### config.mk
export PLATFORM = sky130hd
export DESIGN_NAME = fifo_write_arbiter
export DESIGN_NICKNAME = d
export VERILOG_FILES = /design/src/rtl/fifo_write_arbiter.sv
export SDC_FILE = /design/constraint.sdc
export NUM_CORES = 1
export LEC_CHECK = 0
export ABC_AREA = 1
export BUFFER_PORTS_ARGS = -buffer_cell sky130_fd_sc_hd__buf_4
export CAP_MARGIN = 10
export CORE_MARGIN = 5
export CORE_UTILIZATION = 29
export CTS_CLUSTER_SIZE = 28
export DETAILED_ROUTE_END_ITERATION = 10
export MAX_ROUTING_LAYER = met4
export PLACE_DENSITY = 0.62
export SETUP_SLACK_MARGIN = 0.05
export SLEW_MARGIN = 15
export SYNTH_ARGS = -nofsm -noshare
export SYNTH_HDL_FRONTEND = slang
export SYNTH_SLANG_ARGS = --single-unit
### constraint.sdc
create_clock -name CLOCK -period 2 [get_ports CLOCK]
set_input_delay 0.2 -clock CLOCK [delete_from_list [all_inputs] [get_ports CLOCK]]
set_output_delay 0.2 -clock CLOCK [all_outputs]
set_load 0.05 [all_outputs]
### src/rtl/fifo_write_arbiter.sv
// Round-robin, burst-aware arbiter sharing one FIFO write port among NUM_REQ producers.
// Grants are combinational (zero-latency accept); FULL stalls a burst without consuming its length.
module fifo_write_arbiter #(
  parameter int DATA_WIDTH = 4,
  parameter int NUM_REQ    = 4,
  parameter int REQ_BITS   = 2,
  parameter int MAX_BURST  = 4
) (
  input  logic                          CLOCK,
  input  logic                          RESET,
  input  logic [NUM_REQ-1:0]            REQ,
  input  logic [NUM_REQ*DATA_WIDTH-1:0] REQ_DATA,
  output logic [NUM_REQ-1:0]            GNT,
  output logic                          WR_EN,
  output logic [DATA_WIDTH-1:0]         WR_DATA,
  input  logic                          FULL,
  output logic                          BUSY,
  output logic [REQ_BITS-1:0]           OWNER
);

  typedef enum logic {IDLE, BURST} state_t;

  localparam int SUM_W = REQ_BITS + 1;
  typedef logic [SUM_W-1:0] sum_t;

  state_t              state_q, state_d;
  logic [REQ_BITS-1:0] ptr_q, ptr_d;
  logic [REQ_BITS-1:0] owner_q, owner_d;
  logic [7:0]          bcnt_q, bcnt_d;
  logic [7:0]          bcnt_inc;

  logic                win_found;
  logic [REQ_BITS-1:0] win_idx;
  logic                grant;
  logic [REQ_BITS-1:0] gnt_idx;

  function automatic logic [REQ_BITS-1:0] wrap_inc(input logic [REQ_BITS-1:0] x);
    return (x == REQ_BITS'(NUM_REQ - 1)) ? '0 : x + 1'b1;
  endfunction

  // Scan from the farthest offset down so the nearest requester to ptr_q wins last.
  always_comb begin
    sum_t                sum;
    logic [REQ_BITS-1:0] cand;
    win_found = 1'b0;
    win_idx   = '0;
    sum       = '0;
    cand      = '0;
    for (int k = NUM_REQ - 1; k >= 0; k--) begin
      sum = {1'b0, ptr_q} + sum_t'(k);
      if (sum >= sum_t'(NUM_REQ)) sum = sum - sum_t'(NUM_REQ);
      cand = sum[REQ_BITS-1:0];
      if (REQ[cand]) begin
        win_found = 1'b1;
        win_idx   = cand;
      end
    end
  end

  assign bcnt_inc = bcnt_q + 8'd1;

  // NOTE: every signal driven here gets a default first, so no path leaves one unassigned and no latch is inferred.
  always_comb begin
    state_d = state_q;
    ptr_d   = ptr_q;
    owner_d = owner_q;
    bcnt_d  = bcnt_q;
    grant   = 1'b0;
    gnt_idx = '0;
    if (!RESET) begin
      unique case (state_q)
        IDLE: begin
          if (win_found && !FULL) begin
            grant   = 1'b1;
            gnt_idx = win_idx;
            if (MAX_BURST == 1) begin
              ptr_d = wrap_inc(win_idx);
            end else begin
              state_d = BURST;
              owner_d = win_idx;
              bcnt_d  = 8'd1;
            end
          end
        end
        BURST: begin
          if (REQ[owner_q]) begin
            if (!FULL) begin
              grant   = 1'b1;
              gnt_idx = owner_q;
              bcnt_d  = bcnt_inc;
              if (bcnt_inc == 8'(MAX_BURST)) begin
                state_d = IDLE;
                ptr_d   = wrap_inc(owner_q);
              end
            end
          end else begin
            // Owner withdrew: give up the port with a one-cycle bubble.
            state_d = IDLE;
            ptr_d   = wrap_inc(owner_q);
          end
        end
        default: state_d = IDLE;
      endcase
    end
  end

  // NOTE: sequential state uses non-blocking assignments so all registers update together at the edge.
  always_ff @(posedge CLOCK) begin
    if (RESET) begin
      state_q <= IDLE;
      ptr_q   <= '0;
      owner_q <= '0;
      bcnt_q  <= '0;
    end else begin
      state_q <= state_d;
      ptr_q   <= ptr_d;
      owner_q <= owner_d;
      bcnt_q  <= bcnt_d;
    end
  end

  always_comb begin
    GNT     = '0;
    WR_DATA = '0;
    for (int i = 0; i < NUM_REQ; i++) begin
      GNT[i] = grant && (gnt_idx == REQ_BITS'(i));
      if (GNT[i]) WR_DATA = WR_DATA | REQ_DATA[i*DATA_WIDTH +: DATA_WIDTH];
    end
  end

  assign WR_EN = |GNT;
  assign BUSY  = (state_q == BURST);
  assign OWNER = owner_q;

endmodule

==> impl_metrics.py <==
metrics = {
    "run_status": {
        "status": "finished, violations left",
        "violations": "setup timing",
    },
    "timing": {
        "fin_crit_sh_pct": 113,
        "drv_slew": 0,
        "fin_worst_skew_ns": 0.00213,
        "layout_setup_ws_ns": -0.265,
        "finalHoldViolCount": 0,
        "fmax_mhz": 442,
        "tightest_slew_ns": 0.258,
        "maxSlewHeadroom_pct": 82.7,
        "rsz0062_at_grt": "yes",
        "setup_viol": 8,
        "layout_min_cycle_time_ns": 2.26,
        "timing.hold.ws_ns": 0.225,
    },
    "clock_tree": {
        "path_clk_slew_ns": 0.05,
        "holdBufCountCts": 0,
        "htree_num_levels": 1,
        "cts-root-buf": "clkbuf_8",
        "cts_tree": "done",
        "cts_buffers": 3,
        "clk_latency_ns": 0.24,
        "cts_sinks": 13,
        "clk_path_buf_depth": 2,
    },
    "drt": {
        "detail_route.wl_per_cell_um": 11.4,
        "vias": 1463,
        "final_antenna_net_count": 0,
        "wl_um": 3600,
        "remaining_drc_errors": 0,
        "via_per_inst": 4.63,
        "dr.pass1.iters": 4,
        "drt_iter0_markers": 62,
    },
    "global_routing": {
        "overflow": 0,
        "gr-usage-met1_pct": 16.1,
        "grt_pass1_wl_um": 5970,
        "grt_max_degree": 12,
        "antenna_found_initial": 0,
        "busiest_layer": "met2",
        "gr-usage-met2_pct": 25.0,
        "use_met3_pct": 1.60,
        "track_usage_pct": 14.0,
        "grt_pass1_vias": 1410,
    },
    "worst_hold_path": {
        "min_delay_path_depth": 2,
        "min_to": "bcnt_q[4]$_SDFFE_PP0P_",
        "hp-start": "RESET",
        "min_path_type": "input pin to flip-flop",
    },
    "logic_synthesis": {
        "seq_area_frac_synth_pct": 21.4,
        "synthFlopType": "dfxtp_1",
        "synth_cell_types": 28,
        "async_reset_ff_share_pct": 0,
        "synthesis.instances": 200,
        "syn-cell-area_um2": 1210,
        "syn_nets": 225,
        "synth_warnings": 0,
        "synth_enable_flop_cells": 0,
        "avgSynthCellArea_um2": 6.07,
        "ys_ff_latch": 13,
    },
    "worst_setup_path": {
        "crit_required_ns": 1.80,
        "critPathCaptureType": "output pin",
        "crit_path_frequent_cell": "nand2_1",
        "arrival_ns": 2.06,
        "r2r_setup_slack_ns": 0.28,
        "cpPeakStageDelay_ns": 0.38,
        "cp_max_fo": 8,
        "reg2reg_to": "ptr_q[1]$_SDFFE_PP0P_",
        "crit_family": "simple AND/OR/NAND/NOR gates",
        "crit_chain": "inv_8 > nand2_1 > nand2_1 > nand2_2 > nand2_4 > inv_4 > a21oi_2 > nand2_1 > nand3_2 > nand2_4 > nor2_4 > inv_1 > nor2_4 > buf_6",
        "critPathLaunchType": "flip-flop",
        "cp_slowest_cell": "dfxtp_4",
        "worstSetupPathType": "flip-flop to output pin",
        "r2r_cells": 12,
        "path_buf_inv": 4,
        "r2r_start": "bcnt_q[0]$_SDFFE_PP0P_",
    },
    "layout": {
        "drive_gt1_share_pct": 49.2,
        "final_cell_mix": "buf_4, nand2_1, inv_1",
        "num_antenna_cells": 0,
        "mostFrequentLayoutCell": "buf_4",
        "area_growth_pct": 67.5,
        "nets": 292,
        "utilization_pct": 50.5,
    },
    "power_and_ir_drop": {
        "cellLeakagePower_nw": 0.966,
        "p_sw_share_pct": 43.2,
        "power_density_nw_per_um2": 642,
        "pwr-share-seq_pct": 23.5,
        "power_frac_comb_pct": 59.0,
        "worst_ir_drop_vdd_v": 0.000324,
        "net-switching-power_mw": 0.564,
        "p_int_mw": 0.742,
        "p_clk_share_pct": 17.6,
    },
    "die": {
        "die_w_um": 74.7,
        "rows": 23,
        "start_util_pct": 30.1,
        "coreArea_um2": 4030,
        "pin_count": 35,
        "dieHeight_um": 74.7,
        "die-area_um2": 5580,
    },
    "place": {
        "numPortBuffers": 34,
        "gp_congestion": 0.878,
        "hpwl_um": 2780,
    },
    "flow_run": {
        "max-cap-violations": 0,
    },
}
[timing repair]
action | 4_1_cts | 5_1_grt
buffers inserted | 4 | 1
endpoints found under the setup margin | 9 | 9
pin swaps | 4 | 11
cloned | 1 | 0
resized for setup | 32 | 18
[power by group through the flow]
stage	Combinational (mW)	Clock, mW	Sequential [mW]
2_1_floorplan	0.391	0	0.333
3_3_place_gp	0.647	0	0.305
6_report	0.770	0.229	0.306
4_1_cts	0.734	0.242	0.303
5_1_grt	0.834	0.254	0.310
3_5_place_dp	0.651	0	0.306
[sequential cells by signal, summed over array words and instances, names as in the netlist]
signal	cells
ptr_q	2
BUSY	1
OWNER	2
bcnt_q	8
[Yosys cell counts (2+ instances only)]
| library cell | n | area share [%] |
|---|---|---|
| nand4_1 | 10 | 5.2 |
| o21ai_1 | 2 | 0.82 |
| nand2_4 | 5 | 4.6 |
| nor3_1 | 2 | 0.82 |
| nor2_1 | 11 | 3.4 |
| or2_2 | 2 | 1.0 |
| inv_1 | 28 | 8.7 |
| ha_1 | 2 | 2.1 |
| o21ai_0 | 7 | 2.9 |
| nand2_2 | 12 | 6.2 |
| nor2_4 | 2 | 1.9 |
| dfxtp_1 | 13 | 21 |
| nand3_1 | 20 | 8.2 |
| a21oi_1 | 14 | 5.8 |
| xor2_1 | 4 | 2.9 |
| nor2_2 | 2 | 1.0 |
| nand2_1 | 53 | 16 |
[layer usage]
metal | up-vias | part of all wire (%)
met4 | 0 | 1.7
li1 | 782 | -
met1 | 654 | 41
met2 | 20 | 55
met3 | 7 | 1.9
met5 | - | 0
[cell families after synthesis]
kind of cell | after synthesis | share of synthesized area [%]
AOI/OAI and AO/OA | 26 | 12.1
xor gates and xnor gates | 5 | 3.61
adders and majority gates | 2 | 2.06
buffers and inverters | 34 | 11.2
DFF | 13 | 21.4
and+or+nand+nor | 120 | 49.6
[worst max path at each step]
stage	start	endpoint	cells past startpoint	slack (ns)
finish	ptr_q[0]$_SDFFE_PP0P_	GNT[2]	14	-0.26
CTS	ptr_q[0]$_SDFFE_PP0P_	WR_DATA[2]	16	-0.25
global route	ptr_q[0]$_SDFFE_PP0P_	WR_DATA[2]	16	-0.40
floorplan	OWNER[1]$_SDFFE_PP0P_	GNT[0]	10	0.06
global placement	ptr_q[0]$_SDFFE_PP0P_	WR_DATA[1]	17	-0.13
detailed placement	ptr_q[0]$_SDFFE_PP0P_	WR_DATA[0]	17	-0.12
[final cells by class]
class	instances	area [µm²]
flip-flops and latches	13	273
clock buffers	4	45.0
well taps	50	62.6
inverters	32	139
fillers	406	2000
repair buffers	63	526
multi-input cells	154	988
[through the flow]
step                power (mW)  instances  setup WS, ns  cell area [µm²]  setup TNS [ns]
floorplan                0.724        200        0.0553             1290               0
global placement         0.953        306        -0.126             1780          -0.610
detailed placement       0.957        306        -0.117             1780          -0.694
CTS                       1.28        315        -0.250             1960           -1.73
global route              1.40        316        -0.398             2030           -2.85
finish                    1.31        316        -0.265             2030           -1.86
Note: power is estimated with default switching activity, not from simulation.
